**config.mk**
```make
export PLATFORM = sky130hd
export DESIGN_NAME = sweep_sequencer_flat
export DESIGN_NICKNAME = d
export VERILOG_FILES = /design/src/rtl/sweep_pkg.sv /design/src/rtl/sweep_if.sv /design/src/rtl/sweep_prescaler.sv /design/src/rtl/sweep_sequencer.sv /design/src/flat_wrapper.sv
export SDC_FILE = /design/constraint.sdc
export NUM_CORES = 1
export LEC_CHECK = 0
export CORE_ASPECT_RATIO = 0.5
export CORE_UTILIZATION = 41
export DETAILED_ROUTE_END_ITERATION = 8
export HOLD_SLACK_MARGIN = 0.02
export PLACE_DENSITY = 0.63
export REMOVE_ABC_BUFFERS = 1
export SYNTH_ARGS = -nofsm -noshare
export SYNTH_HDL_FRONTEND = slang
export SYNTH_SLANG_ARGS = --single-unit
```
**constraint.sdc**
```tcl
create_clock -name clk -period 7.42 [get_ports clk]
set_clock_uncertainty 0.15 [all_clocks]
set_input_delay 1.484 -clock clk [delete_from_list [all_inputs] [get_ports clk]]
set_output_delay 1.484 -clock clk [all_outputs]
set_load 0.02 [all_outputs]
```
**src/rtl/sweep_pkg.sv**
```systemverilog
// Shared types and default widths for the triangle sweep sequencer.
package sweep_pkg;

    localparam int WIDTH_D = 8;
    localparam int DIV_W_D = 4;
    localparam int REP_W_D = 4;

    typedef enum logic [1:0] {
        IDLE = 2'd0,
        UP   = 2'd1,
        DOWN = 2'd2
    } sweep_state_e;

endpackage

```
**src/rtl/sweep_if.sv**
```systemverilog
// Control/status bundle between the register block and the sweep sequencer.
// Optional macro SWEEP_PAUSE_EN adds the pause input.
interface sweep_if
    import sweep_pkg::*;
#(
    parameter int WIDTH = WIDTH_D,
    parameter int DIV_W = DIV_W_D,
    parameter int REP_W = REP_W_D
) ();

    logic             start;
    logic             abort;
    logic [WIDTH-1:0] lo;
    logic [WIDTH-1:0] hi;
    logic [DIV_W-1:0] div;
    logic [REP_W-1:0] reps;
`ifdef SWEEP_PAUSE_EN
    logic             pause;
`endif
    logic [WIDTH-1:0] count_out;
    logic             cnt_en;
    logic             cnt_dir;
    logic             busy;
    logic             done;
    logic             err;

    modport master (
`ifdef SWEEP_PAUSE_EN
        output pause,
`endif
        output start, abort, lo, hi, div, reps,
        input  count_out, cnt_en, cnt_dir, busy, done, err
    );

    modport slave (
`ifdef SWEEP_PAUSE_EN
        input  pause,
`endif
        input  start, abort, lo, hi, div, reps,
        output count_out, cnt_en, cnt_dir, busy, done, err
    );

endinterface

```
**src/rtl/sweep_prescaler.sv**
```systemverilog
// Step-rate prescaler: counts 0..div while run is high and flags the last count.
module sweep_prescaler
    import sweep_pkg::*;
#(
    parameter int DIV_W = DIV_W_D
) (
    input  logic             clk,
    input  logic             rst,
    input  logic             clr,
    input  logic             run,
    input  logic [DIV_W-1:0] div,
    output logic             tick
);

    logic [DIV_W-1:0] presc;

    assign tick = run && (presc == div);

    // Phase counter; frozen while not running so a pause resumes mid-period.
    always_ff @(posedge clk) begin
        if (rst) begin
            presc <= '0;
        end else if (clr) begin
            presc <= '0;
        end else if (run) begin
            presc <= (presc == div) ? '0 : presc + DIV_W'(1);
        end
    end

endmodule

```
**src/rtl/sweep_sequencer.sv**
```systemverilog
// Triangle sweep controller: ramps count_out lo->hi->lo for a programmed
// number of cycles and exports the enable/direction strobes it applies.
// Optional macro SWEEP_PAUSE_EN adds a pause input that freezes the sweep.
//
//   state | meaning
//   IDLE  | waiting for start; count_out holds its last value
//   UP    | stepping towards hi on each prescaler tick
//   DOWN  | stepping towards lo; reaching lo closes one repetition
module sweep_sequencer
    import sweep_pkg::*;
#(
    parameter int WIDTH = WIDTH_D,
    parameter int DIV_W = DIV_W_D,
    parameter int REP_W = REP_W_D
) (
    input logic    clk,
    input logic    rst,
    sweep_if.slave bus
);

    sweep_state_e     state, state_n;
    logic [WIDTH-1:0] count, count_n;
    logic [REP_W-1:0] rep_cnt, rep_n;
    logic             dir, dir_n;
    logic             done_q, done_n;
    logic             err_q, err_n;
    logic [WIDTH-1:0] lo_q, hi_q;
    logic [DIV_W-1:0] div_q;
    logic [REP_W-1:0] reps_q;

    logic             accept;
    logic             busy;
    logic             paused;
    logic             tick;
    logic [WIDTH-1:0] count_inc, count_dec;
    logic [REP_W-1:0] rep_inc;

`ifdef SWEEP_PAUSE_EN
    assign paused = bus.pause;
`else
    assign paused = 1'b0;
`endif

    assign busy      = (state != IDLE);
    assign accept    = (state == IDLE) && bus.start && (bus.lo < bus.hi);
    assign count_inc = count + WIDTH'(1);
    assign count_dec = count - WIDTH'(1);
    assign rep_inc   = rep_cnt + REP_W'(1);

    sweep_prescaler #(.DIV_W(DIV_W)) u_presc (
        .clk  (clk),
        .rst  (rst),
        .clr  (accept),
        .run  (busy && !paused),
        .div  (div_q),
        .tick (tick)
    );

    // Next-state and datapath decode; abort wins over a same-cycle tick.
    always_comb begin
        state_n = state;
        count_n = count;
        rep_n   = rep_cnt;
        dir_n   = dir;
        done_n  = 1'b0;
        err_n   = 1'b0;
        case (state)
            IDLE: begin
                if (bus.start) begin
                    if (accept) begin
                        state_n = UP;
                        count_n = bus.lo;
                        rep_n   = '0;
                        dir_n   = 1'b1;
                    end else begin
                        err_n = 1'b1;
                    end
                end
            end
            UP: begin
                if (bus.abort) begin
                    state_n = IDLE;
                end else if (tick) begin
                    count_n = count_inc;
                    if (count_inc == hi_q) begin
                        state_n = DOWN;
                        dir_n   = 1'b0;
                    end
                end
            end
            DOWN: begin
                if (bus.abort) begin
                    state_n = IDLE;
                end else if (tick) begin
                    count_n = count_dec;
                    if (count_dec == lo_q) begin
                        rep_n = rep_inc;
                        // reps==0 never matches, so the counter just wraps
                        if ((reps_q != '0) && (rep_inc == reps_q)) begin
                            state_n = IDLE;
                            done_n  = 1'b1;
                        end else begin
                            state_n = UP;
                            dir_n   = 1'b1;
                        end
                    end
                end
            end
            default: state_n = IDLE;
        endcase
    end

    // State, count and configuration registers.
    always_ff @(posedge clk) begin
        if (rst) begin
            state   <= IDLE;
            count   <= '0;
            rep_cnt <= '0;
            dir     <= 1'b1;
            done_q  <= 1'b0;
            err_q   <= 1'b0;
            lo_q    <= '0;
            hi_q    <= '0;
            div_q   <= '0;
            reps_q  <= '0;
        end else begin
            state   <= state_n;
            count   <= count_n;
            rep_cnt <= rep_n;
            dir     <= dir_n;
            done_q  <= done_n;
            err_q   <= err_n;
            if (accept) begin
                lo_q   <= bus.lo;
                hi_q   <= bus.hi;
                div_q  <= bus.div;
                reps_q <= bus.reps;
            end
        end
    end

    assign bus.count_out = count;
    assign bus.cnt_en    = tick && !bus.abort;
    assign bus.cnt_dir   = dir;
    assign bus.busy      = busy;
    assign bus.done      = done_q;
    assign bus.err       = err_q;

endmodule

```
**src/flat_wrapper.sv**
```systemverilog
// flat-port wrapper written by rule: the top's interface ports become plain ports
module sweep_sequencer_flat import sweep_pkg::*;
#(
    parameter int WIDTH = WIDTH_D,
    parameter int DIV_W = DIV_W_D,
    parameter int REP_W = REP_W_D
)
  (clk, rst, bus_start, bus_abort, bus_lo, bus_hi, bus_div, bus_reps, bus_count_out, bus_cnt_en, bus_cnt_dir, bus_busy, bus_done, bus_err);
  sweep_if #(.WIDTH(WIDTH), .DIV_W(DIV_W), .REP_W(REP_W)) bus_i ();
  input logic clk;
  input logic rst;
  input wire logic [$bits(bus_i.start)-1:0] bus_start;
  input wire logic [$bits(bus_i.abort)-1:0] bus_abort;
  input wire logic [$bits(bus_i.lo)-1:0] bus_lo;
  input wire logic [$bits(bus_i.hi)-1:0] bus_hi;
  input wire logic [$bits(bus_i.div)-1:0] bus_div;
  input wire logic [$bits(bus_i.reps)-1:0] bus_reps;
  output wire logic [$bits(bus_i.count_out)-1:0] bus_count_out;
  output wire logic [$bits(bus_i.cnt_en)-1:0] bus_cnt_en;
  output wire logic [$bits(bus_i.cnt_dir)-1:0] bus_cnt_dir;
  output wire logic [$bits(bus_i.busy)-1:0] bus_busy;
  output wire logic [$bits(bus_i.done)-1:0] bus_done;
  output wire logic [$bits(bus_i.err)-1:0] bus_err;
  assign bus_i.start = bus_start;
  assign bus_i.abort = bus_abort;
  assign bus_i.lo = bus_lo;
  assign bus_i.hi = bus_hi;
  assign bus_i.div = bus_div;
  assign bus_i.reps = bus_reps;
  assign bus_count_out = bus_i.count_out;
  assign bus_cnt_en = bus_i.cnt_en;
  assign bus_cnt_dir = bus_i.cnt_dir;
  assign bus_busy = bus_i.busy;
  assign bus_done = bus_i.done;
  assign bus_err = bus_i.err;
  sweep_sequencer #(.WIDTH(WIDTH), .DIV_W(DIV_W), .REP_W(REP_W)) u_core (.clk(clk), .rst(rst), .bus(bus_i));
endmodule
```
==> summary.txt <==
Floorplanning
  – Std-Cell Rows: 21
  – Die height: a little over 60 um
  – Core ar.: between 6000 and 7000 sq um
  – Chip Width: around 120 um
  – Starting density of the core: a little over two fifths
  – Die ar.: 7579 sq um
  – IO Pins: between 40 and 50

Placement
  – Post-Place Setup Slack: between 2 and 3 ns
  – PortBufs: 40
  – Gpl congestion: 0.8167
  – Half-perimeter wire length after detailed placement: a little over 5 mm

STA
  – Setup_tns: 0 ns
  – Relative slew margins: 36.06%
  – Final setup viols: 0
  – Minimum clock period: about 4.3 ns
  – Max Slew Vio Count: 0
  – RSZ-0062 raised after global routing: false
  – Worst Tran Pin Value: 0.9574 ns
  – Final Cycle Share: between 50% and 60%
  – Final hold vios: 0
  – Final setup margin: between 3 and 4 ns
  – Hold_ws: around 0.33 ns
  – Fmax: about 230 MHz

Clock tree
  – Clock transition at the registers of the reported paths: ~0.060 ns
  – Clock latency on the worst-skew pair: between 0.2 and 0.3 ns
  – Clock root cell: clkbuf_16
  – Inserted Clock Buffers: 5
  – # hold bufs at CTS: 0
  – Max clock buf depth: 2
  – Resized cells post-CTS: 0
  – CTS sink cnt: 45
  – H-tree depth: 2
  – CTS tree: yes
  – Post-CTS Setup Bufs: 0

Pwr
  – Lkg Pwr: 1.474 nW
  – Combinational share of power: around half
  – Sequential power share: a little under a third
  – Power Dens Cells: 329.6 nW/um^2
  – VDD IR-drop max: 0.0001149 V
  – Switch share: a little over two fifths
  – Int Pwr: approximately 0.67 mW
  – Switching pwr: roughly 0.50 mW
  – Clock network fraction of design power: a little under a fifth

Cells and area
  – Nets: ~430
  – Area growth, synth to finish: 19.88%
  – Diodes inserted: 0
  – Share of cells above drive strength 1: approximately 6.5%

Synth
  – YS warnings: 0
  – Async SR Flop Fraction: 0%
  – Mapped Cells: 356
  – Number of synthesized flops with an enable pin: 0
  – Avg Cell Area, Syn: 8.309 sq um
  – Yosys reg bits: 45
  – Mapped Area: between 2000 and 3000 sq um
  – Synth unique cells: slightly above 60
  – Main synth FF type: dfxtp_1
  – Register area share after synthesis: between 30% and 40%

Setup path
  – CP top delay family: buffers and inverters
  – Most used cell, CP: clkdlybuf4s50_1
  – R2r worst-path depth: 9
  – Setup crit start kind: input port
  – Reg2reg start: u_core.bus.count_out[0]
  – CP endpoint kind: primary output
  – RR Endpoint: u_core.state[1]
  – Critical path arrival: between 2 and 3 ns
  – CP Max Fanout: 4
  – CP Class: in -> out
  – CP cell instances: clkdlybuf4s50_1 -> nor2_1 -> clkdlybuf4s50_1
  – Slowest stage delay, CP: ~0.6 ns
  – Worst path required time: around 5.8 ns
  – CP max stage cell: clkdlybuf4s50_1
  – R2r setup slk: 4.34 ns
  – WP buf/inv: 2

Drt
  – WL final: ~7.0 mm
  – Drt wl/cell: 14.60 um
  – Total number of vias: around 2600
  – DRC: 0
  – Final ANT Viol Nets: 0
  – DR vias/cell: approximately 5.5
  – Pre-Repair DR Iteration Count: 4
  – DR iter-0 viols: ~170

Global route
  – Number of global-route vias before repair: around 2400
  – Initial antenna violation count: 0
  – Largest net degree at the start of global routing: 42
  – GRT Util Overall: between 10% and 20%
  – Global-route wire length before repair: between 10 and 15 mm
  – GRT overflow: 0

Hold path
  – Min-Delay Endpoint: u_core.bus.cnt_dir
  – HP Start: u_core.bus.cnt_dir
  – Hold Crit Class: reg -> reg
  – Hold depth: 1

Outcome
  – Outcome: finished clean

Job
  – Max Cap Viol: 0
## final cells by class
cell class,count,area [sq um]
well taps,92,115.1
clock buffers,5,125.1
inverters,17,63.81
clock inverters,3,21.27
flip-flops and latches,45,900.9
multi-input cells,273,1904
repair buffers,42,415.4
fillers,652,3286
## cell usage in the layout (no fill, tap or decap), types with 2 or more instances in the layout
master,count
nor3_1,5
nand2_1,18
o221ai_1,2
nand3_1,13
a31oi_1,5
a21o_1,5
mux2i_1,27
ha_1,15
nor2b_1,2
nand4_1,5
a21oi_1,16
a221oi_1,3
a211oi_1,4
or3_1,2
nor3b_1,2
xnor2_1,13
a2111oi_0,3
nand2b_1,6
or4_1,2
o31ai_1,4
clkbuf_16,5
xor2_1,17
buf_4,2
inv_1,17
o21ai_0,5
a221o_2,2
dfxtp_1,45
nor2_1,61
o211ai_1,3
a311oi_1,2
and3_1,2
clkdlybuf4s50_1,40
## kinds of logic (layout without fill, tap and decap cells)
logic type,Yosys count,in the layout,synth area share [%]
xor gates and xnor gates,30,30,8.883
and+or+nand+nor,128,128,21.02
buffers and inverters,38,67,5.161
AOI/OAI and AO/OA,72,72,18.61
muxes,28,28,9.518
DFF,45,45,30.46
adders and majority gates,15,15,6.345
## per-stage QoR
stage | utilization, % | power [mW] | std cells | area (sq um)
final | 51.90 | 1.169 | 477 | 3546
after global routing | 51.90 | 1.256 | 477 | 3546
after CTS | 51.90 | 1.176 | 477 | 3546
after detailed placement | 49.76 | 0.9480 | 469 | 3400
after global placement | 49.76 | 0.9318 | 469 | 3400
after floorplan | - | 0.7749 | 335 | 2869
## layer usage
layer  global-route usage (%)  up-vias  part of all wire (%)
met1                    25.47     1230                    49
met5                        0        -                     0
met4                    6.969        0                  0.90
li1                         -     1320                     -
met3                    4.197        5                   3.8
met2                    34.22       47                    47
## power by group through the flow
stage	Combinational, mW	Sequential, mW	Clock, mW
floorplan	0.404	0.371	0
global placement	0.562	0.370	0
detailed placement	0.576	0.372	0
CTS	0.579	0.367	0.229
global route	0.637	0.377	0.242
finish	0.577	0.367	0.225
## cell usage after synthesis (2+ instances only)
cell type / n / area, sq um
nor2_1: 61 / 229.0
dfxtp_1: 45 / 900.9
mux2i_1: 27 / 270.3
nand2_1: 18 / 67.56
inv_1: 17 / 63.81
xor2_1: 17 / 148.9
a21oi_1: 16 / 80.08
ha_1: 15 / 187.7
nand3_1: 13 / 65.06
xnor2_1: 13 / 113.9
clkbuf_1: 12 / 45.04
nand2b_1: 6 / 37.54
a21o_1: 5 / 37.54
a31oi_1: 5 / 31.28
buf_2: 5 / 25.02
nand4_1: 5 / 31.28
nor3_1: 5 / 25.02
o21ai_0: 5 / 25.02
a211oi_1: 4 / 30.03
o31ai_1: 4 / 30.03
a2111oi_0: 3 / 26.28
a221oi_1: 3 / 26.28
buf_1: 3 / 11.26
o211ai_1: 3 / 22.52
a221o_2: 2 / 22.52
a311oi_1: 2 / 17.52
and3_1: 2 / 12.51
nor2b_1: 2 / 12.51
nor3b_1: 2 / 15.01
o221ai_1: 2 / 17.52
or3_1: 2 / 12.51
or4_1: 2 / 15.01
## worst max-delay path by stage
stage	slack, ns	cells past startpoint	startpoint	endpoint
after floorplan	3.47	9	bus_hi[4]	u_core.bus.count_out[3]
after detailed placement	2.96	10	bus_hi[2]	u_core.bus.count_out[3]
final	3.11	3	bus_abort	bus_cnt_en
after global routing	3.06	3	bus_abort	bus_cnt_en
after global placement	3.02	10	bus_hi[2]	u_core.bus.count_out[1]
after CTS	3.11	3	bus_abort	bus_cnt_en
## sequential cells by signal, summed over array words and instances, names as in the netlist
register	cells
u_core.bus.err	1
u_core.bus.cnt_dir	1
u_core.bus.done	1
u_core.u_presc.presc	4
u_core.div_q	4
u_core.state	2
u_core.reps_q	4
u_core.lo_q	8
u_core.bus.count_out	8
u_core.rep_cnt	4
u_core.hi_q	8
Note: power is estimated with default switching activity, not from simulation.
